==> src/rtl/sign_restore.sv <==
// Re-signs unsigned multiplier products: queues the XOR of each operand sign pair on issue
// and applies it to the matching returning magnitude through a registered output stage.
module sign_restore #(
   parameter int P_BW   = 16,
   parameter int OUT_BW = P_BW + 1,
   parameter int DEPTH  = 4
) (
   input  logic                       clk,
   input  logic                       rst,
   input  logic                       sgn_valid,
   input  logic                       a_sign,
   input  logic                       b_sign,
   output logic                       sgn_ready,
   input  logic                       mag_valid,
   input  logic [P_BW-1:0]            mag,
   output logic                       mag_ready,
   output logic                       out_valid,
   output logic [OUT_BW-1:0]          out_data,
   input  logic                       out_ready,
   output logic [$clog2(DEPTH+1)-1:0] level,
   output logic                       err_underflow
);

   localparam int LVL_W = $clog2(DEPTH + 1);
   localparam int PTR_W = (DEPTH > 1) ? $clog2(DEPTH) : 1;

   generate
      if (OUT_BW < P_BW + 1) begin : g_bad_out_bw
         $error("sign_restore: OUT_BW must be at least P_BW+1");
      end
      if ((DEPTH < 2) || ((DEPTH & (DEPTH - 1)) != 0)) begin : g_bad_depth
         $error("sign_restore: DEPTH must be a power of two, at least 2");
      end
   endgenerate

   logic [DEPTH-1:0]  sign_mem_q;
   logic [PTR_W-1:0]  wr_ptr_q, wr_ptr_d;
   logic [PTR_W-1:0]  rd_ptr_q, rd_ptr_d;
   logic [LVL_W-1:0]  level_q, level_d;
   logic              out_valid_q, out_valid_d;
   logic [OUT_BW-1:0] out_data_q, out_data_d;
   logic              err_q, err_d;

   logic              push, pop;
   logic              pop_sign;
   logic [OUT_BW-1:0] ext, neg;

   // Handshakes: a transfer happens on a cycle where valid && ready at the rising edge.
   // Readies depend only on registered state and out_ready, never on the matching valid;
   // valids are not required to stay asserted across cycles.
   assign sgn_ready = (level_q != LVL_W'(DEPTH));
   assign mag_ready = (!out_valid_q || out_ready) && (level_q != '0);

   assign push = sgn_valid && sgn_ready;
   assign pop  = mag_valid && mag_ready;

   assign pop_sign = sign_mem_q[rd_ptr_q];
   assign ext      = {{(OUT_BW-P_BW){1'b0}}, mag};
   assign neg      = ~ext + OUT_BW'(1);

   always_comb begin
      wr_ptr_d    = wr_ptr_q;
      rd_ptr_d    = rd_ptr_q;
      level_d     = level_q;
      out_valid_d = out_valid_q;
      out_data_d  = out_data_q;
      err_d       = err_q;

      if (push) begin
         wr_ptr_d = wr_ptr_q + PTR_W'(1);
      end
      if (pop) begin
         rd_ptr_d = rd_ptr_q + PTR_W'(1);
      end

      if (push && !pop) begin
         level_d = level_q + LVL_W'(1);
      end else if (pop && !push) begin
         level_d = level_q - LVL_W'(1);
      end

      // A fresh accept always wins over draining, giving back-to-back results.
      if (pop) begin
         out_valid_d = 1'b1;
         out_data_d  = pop_sign ? neg : ext;
      end else if (out_valid_q && out_ready) begin
         out_valid_d = 1'b0;
      end

      if (mag_valid && (level_q == '0)) begin
         err_d = 1'b1;
      end
   end

   always_ff @(posedge clk or posedge rst) begin
      if (rst) begin
         wr_ptr_q    <= '0;
         rd_ptr_q    <= '0;
         level_q     <= '0;
         out_valid_q <= 1'b0;
         out_data_q  <= '0;
         err_q       <= 1'b0;
      end else begin
         wr_ptr_q    <= wr_ptr_d;
         rd_ptr_q    <= rd_ptr_d;
         level_q     <= level_d;
         out_valid_q <= out_valid_d;
         out_data_q  <= out_data_d;
         err_q       <= err_d;
      end
   end

   // Sign storage needs no reset: entries are only read after being written.
   always_ff @(posedge clk) begin
      if (push) begin
         sign_mem_q[wr_ptr_q] <= a_sign ^ b_sign;
      end
   end

   assign out_valid     = out_valid_q;
   assign out_data      = out_data_q;
   assign level         = level_q;
   assign err_underflow = err_q;

endmodule

==> config.mk <==
export PLATFORM = sky130hd
export DESIGN_NAME = sign_restore
export DESIGN_NICKNAME = d
export VERILOG_FILES = /design/src/rtl/sign_restore.sv
export SDC_FILE = /design/constraint.sdc
export NUM_CORES = 1
export LEC_CHECK = 0
export BUFFER_PORTS_ARGS = -buffer_cell sky130_fd_sc_hd__buf_2
export CAP_MARGIN = 0
export CORE_ASPECT_RATIO = 0.75
export CORE_MARGIN = 2
export CORE_UTILIZATION = 30
export CTS_BUF_LIST = sky130_fd_sc_hd__clkbuf_16
export CTS_CLUSTER_SIZE = 20
export DETAILED_ROUTE_END_ITERATION = 10
export HOLD_SLACK_MARGIN = 0.03
export PLACE_DENSITY = 0.56
export SLEW_MARGIN = 20
export SYNTH_ARGS = -nofsm -noshare
export SYNTH_HDL_FRONTEND = slang
export SYNTH_SLANG_ARGS = --single-unit
==> constraint.sdc <==
create_clock -name clk -period 4.6 [get_ports clk]
set_input_delay 0.46 -clock clk [delete_from_list [all_inputs] [get_ports clk]]
set_output_delay 0.46 -clock clk [all_outputs]
set_load 0.01 [all_outputs]
* Word level (Yosys, flattened, before mapping) *
Index checks and enable logic that the tools add are counted.

storage, ports and cells
  output and inout port bits = 24
  logic and storage cells = 44
  input port bits = 23
  register bits = 30

cells by class
  reductions and logical operators = 16
  $add $sub $neg = 5
  eq/ne operators = 1
  mux-type cells = 10
  bitwise operators = 2
  $lt $le $gt $ge = 3

operators by type and width
  kind                   number
  $add 17x1->17 const B  1
  $mux 17                1
  $not 16->17            1
  $logic_and 1x1->1      8
  $lt 2x3->1 const B     2
  $mux 3                 2
  $add 2x1->2 const B    2
  $bwmux 4               1
  $mux 1                 4
  $reduce_bool 2->1      2
  $add 3x1->3 const B    1
  $logic_not 1->1        3
  $logic_not 3->1        1
  $ne 3x3->1 const B     1
  $reduce_bool 3->1      1
  $sub 3x1->3 const B    1
  $bmux 1 s2             1
  $demux 1 s2            1
  $ge 2x1->1 const B     1
  $logic_or 1x1->1       1
  $xor 1x1->1            1

* Logic depth before layout (Yosys ltp) *
  depth after elaboration = 7
  mapped depth = 10
  depth with buffers taken out = 9

* Worst setup path after synthesis *
Ideal clock, no wire load.

  path kind = register to register
  from = register level_q[0], in the netlist level[0]
  to = register level_q[2], in the netlist level[2]
  slack = 2.187 ns
  period minus slack after synthesis = 2.413 ns
  data arrival time = 2.334 ns
  buffers on the path = 1
  setup time = 0.079 ns
  stages on the path, launching flop included = 11
  required time = 4.521 ns
  cells stage by stage = dfrtp_1 > nor3_1 > a21oi_1 > nand2_1 > clkbuf_1 > ha_1 > inv_1 > fa_1 > xor2_1 > nor2_1 > xor2_1

between the ends
  longest elaborated chain between the ends = 6
  elaborated cells between the ends (all ways) = 14
  classes of those cells = add/sub (2); eq/ne (1); mux (2); reduce/logical (9)

ends and longest elaborated chain
  what                                         line  RTL
  start: declaration                           39    logic [LVL_W-1:0] level_q, level_d;
  start signal: assignment                     106   level_q <= level_d;
  $reduce_bool 3->1 (*)                        52    assign mag_ready = (!out_valid_q || out_ready) && (level_q != '0);
  $logic_and 1x1->1 (*)                        52
  named net mag_ready                          16    output logic mag_ready,
  $logic_and 1x1->1 (*)                        55    assign pop = mag_valid && mag_ready;
  $logic_not 1->1                              76    if (push && !pop) begin
  $logic_and 1x1->1                            76
  $mux 3 or $reduce_bool 2->1 (tied branches)  -

Mark *: on every way through the listed nets, which the timed path passes. The rest lies on a longest branch. The select of a mux whose other input is x is not followed.
A chain may end at the register's enable or synchronous reset.

* Final worst setup path *
  from = register level_q[0], in the netlist level[0]
  to = register level_q[2], in the netlist level[2]

between the ends
  longest elaborated chain between the ends = 6
  elaborated cells between the ends (all ways) = 14
  classes of those cells = add/sub (2); eq/ne (1); mux (2); reduce/logical (9)

ends and longest elaborated chain
  what
  branches (longest 6 deep; another with $sub 3x1->3)

Several ways; the timed one is not identified. The select of a mux whose other input is x is not followed.

==> out/qor.yml <==
power_density_mw_per_mm2: 661
clockBufferDepth: 2
cts_tree: "built"
register_area_um2: 771
drt_wl_total_mm: 3.29
r2r_start: "level[0]"
nFillCells: 508
grt_max_degree: 38
synth-edff-count: 4
final.min_clock_period_ns: 2.53
async_flop_share_pct: 86.7
route.detailed.drc: 0
dieArea_mm2: 0.00587
grt_remaining_overflow: 0
dp_hpwl_mm: 2.50
cts_root_buf: "clkbuf_16"
worstSkewPairLatency_ns: 0.27
final_nets: 226
io_buffers: 46
gp_congestion: 0.713
status: "complete, no violations"
syn-num-nets: 178
finalCritPeriodShare_pct: 54.9
leakage_nw: 0.953
die_x_um: 87.8
grt_pass1_vias: 1115
detail_route.wl_per_cell_um: 12.2
slew_violations: 0
p_clk_share_pct: 22.4
slew_headroom_pct: 61.0
vias: 1161
rows: 22
drt_iter0_markers: 31
ir_drop_mv: 0.228
cp.required_ns: 4.80
start_kind: "flip-flop"
cts_num_sinks: 30
vias_per_cell: 4.32
max_freq_ghz: 0.396
finalSetupViolations: 0
syn_area_per_cell_um2: 10.7
ys_seq_elements: 30
ys.flop_type: "dfrtp_1"
seq_power_share_pct: 35.7
areaGrowthSynthToFinish_pct: 27.8
synth_area_mm2: 0.00158
grt_use_total_pct: 12.6
worst_r2r_path_depth: 9
yosysTopAreaCellShare_pct: 41.1
clk_transition_reported_paths_ns: 0.05
cts_resized: 0
cts_buffers: 5
synth_top_cell_by_area: "dfrtp_1"
cts-htree-levels: 2
antenna_found_initial: 0
tightest_slew_ns: 0.583
io_pins: 47
hp-class: "input pin to async pin"
holdWs_ns: 0.238
pwr-share-comb_pct: 41.9
ys.warnings.count: 0
synthCells: 148
p_sw_share_pct: 37.4
ys_types: 32
diodes: 0
yosysSeqAreaShare_pct: 48.7
grt_pass1_wl_mm: 5.51
postCtsSetupBuffers: 0
timing_worst_setup_path_type: "flip-flop to flip-flop"
die_y_um: 66.9
first_pass_iters: 4
tns_ns: 0
start_util_pct: 31.7
p_sw_uw: 499
p_int_uw: 836
worstSetupEndpointType: "flip-flop"
rsz0062_at_grt: "false"
finalHoldViolCount: 0
core_area_mm2: 0.00498
drive_gt1_share_pct: 33.5
drtAntennaViolNets: 0
worst_clock_skew_ns: 0.00331
multiInputGateArea_um2: 762
synth.area.top_cells: "dfrtp_1, xor2_1, edfxtp_1"
hold_buffers: 0
critPathMaxFanout: 37
crit_start: "level[0]"
cp_data_arrival_time_ns: 2.72
drv_cap: 0
power by group through the flow:
stage | clock network (mW) | registers [mW] | logic (mW)
floorplan | 0 | 0.511 | 0.344
global placement | 0 | 0.484 | 0.556
detailed placement | 0 | 0.480 | 0.567
CTS | 0.308 | 0.479 | 0.567
global route | 0.325 | 0.495 | 0.632
finish | 0.299 | 0.476 | 0.559
worst paths after layout:
| kind | to | slack [ns] |
|---|---|---|
| max | level[2] | 2.07 |
| min | out_data[12] | 0.24 |
| max reg2reg | level[2] | 2.07 |
| min reg2reg | err_underflow | 0.46 |
| max in group asynchronous | out_data[6] | 4.00 |
| min in group clk | out_valid | 0.39 |
per-stage QoR:
stage	cell area [µm²]	power, mW	instances	worst slack [ns]	utilization (%)
detailed placement	1880	1.05	261	1.69	37.7
global route	2020	1.45	269	1.83	40.6
floorplan	1580	0.855	148	2.19	-
CTS	2020	1.35	269	1.70	40.5
global placement	1880	1.04	261	1.82	37.7
finish	2020	1.33	269	2.07	40.6
sequential cells by signal, summed over array words and instances (netlist names):
signal and cells:
err_underflow 1, out_data 17, rd_ptr_q 2, out_valid 1, wr_ptr_q 2, sign_mem_q 4
level 3
metal layers:
metal	routed length [µm]	track usage, %	share of wire, %
met1	1650	16.9	50
met4	59	5.77	1.8
met5	0	0	0
met2	1350	17.8	41
met3	231	4.83	7.0
critical path: stages (launching register included):
cell and delay (ns):
dfrtp_1 0.44, nor3_1 0.27, a21oi_1 0.12, nand2_2 0.46, ha_1 0.28, inv_1 0.06, fa_1 0.38, xor2_1 0.17
nor2_1 0.12, xor2_1 0.15
Yosys cell counts, types with 2 or more instances:
library cell   n
o31ai_2        2
and3_1         5
o21ai_1        5
dfrtp_1       26
nor2_1         3
edfxtp_1       4
inv_1          8
xnor2_1        4
buf_2          2
ha_1           6
a21oi_1        2
clkbuf_1       3
nand2_1       22
or4_4          2
or4_1          2
o21ai_0       16
xor2_1        17
o31ai_1        5
layout make-up:
class                      instances  share of cell area (%)
multi-input combinational        105                    37.7
inverter                           8                    1.49
clock inverter                     3                   0.619
clock buffer                       5                    6.19
timing repair buffer              46                    11.4
tap                               72                    4.46
sequential                        30                    38.1
kinds of logic (layout without fill, tap and decap cells):
logic type	count (synthesis)	count (layout)	share of synthesized area (%)
mux	2	2	2.14
flops	30	30	48.7
simple gates	41	41	13.6
buf+inv	13	62	3.24
xor+xnor	21	21	11.6
fa+ha+maj	7	7	6.01
compound gates	34	34	14.6
layout by cell type, fill, tap and decap left out, drive strengths merged:
| master | netlist | layout |
|---|---|---|
| nor3 | 1 | 1 |
| fa | 1 | 1 |
| o21ai | 21 | 21 |
| inv | 8 | 9 |
| nand2 | 22 | 22 |
| clkinv | 0 | 2 |
| ha | 6 | 6 |
| mux2 | 1 | 1 |
| or2 | 2 | 2 |
| o31ai | 8 | 8 |
| o41ai | 2 | 2 |
| buf | 2 | 46 |
| edfxtp | 4 | 4 |
| mux4 | 1 | 1 |
| nor2 | 3 | 3 |
| and3 | 5 | 5 |
| clkbuf | 3 | 5 |
| xnor2 | 4 | 4 |
| dfrtp | 26 | 26 |
| or4 | 4 | 4 |
| a21o | 1 | 1 |
| xor2 | 17 | 17 |
| or3b | 1 | 1 |
| a21oi | 2 | 2 |
| and2 | 1 | 1 |
| or3 | 1 | 1 |
| nor2b | 1 | 1 |
Note: power is estimated with default switching activity, not from simulation.
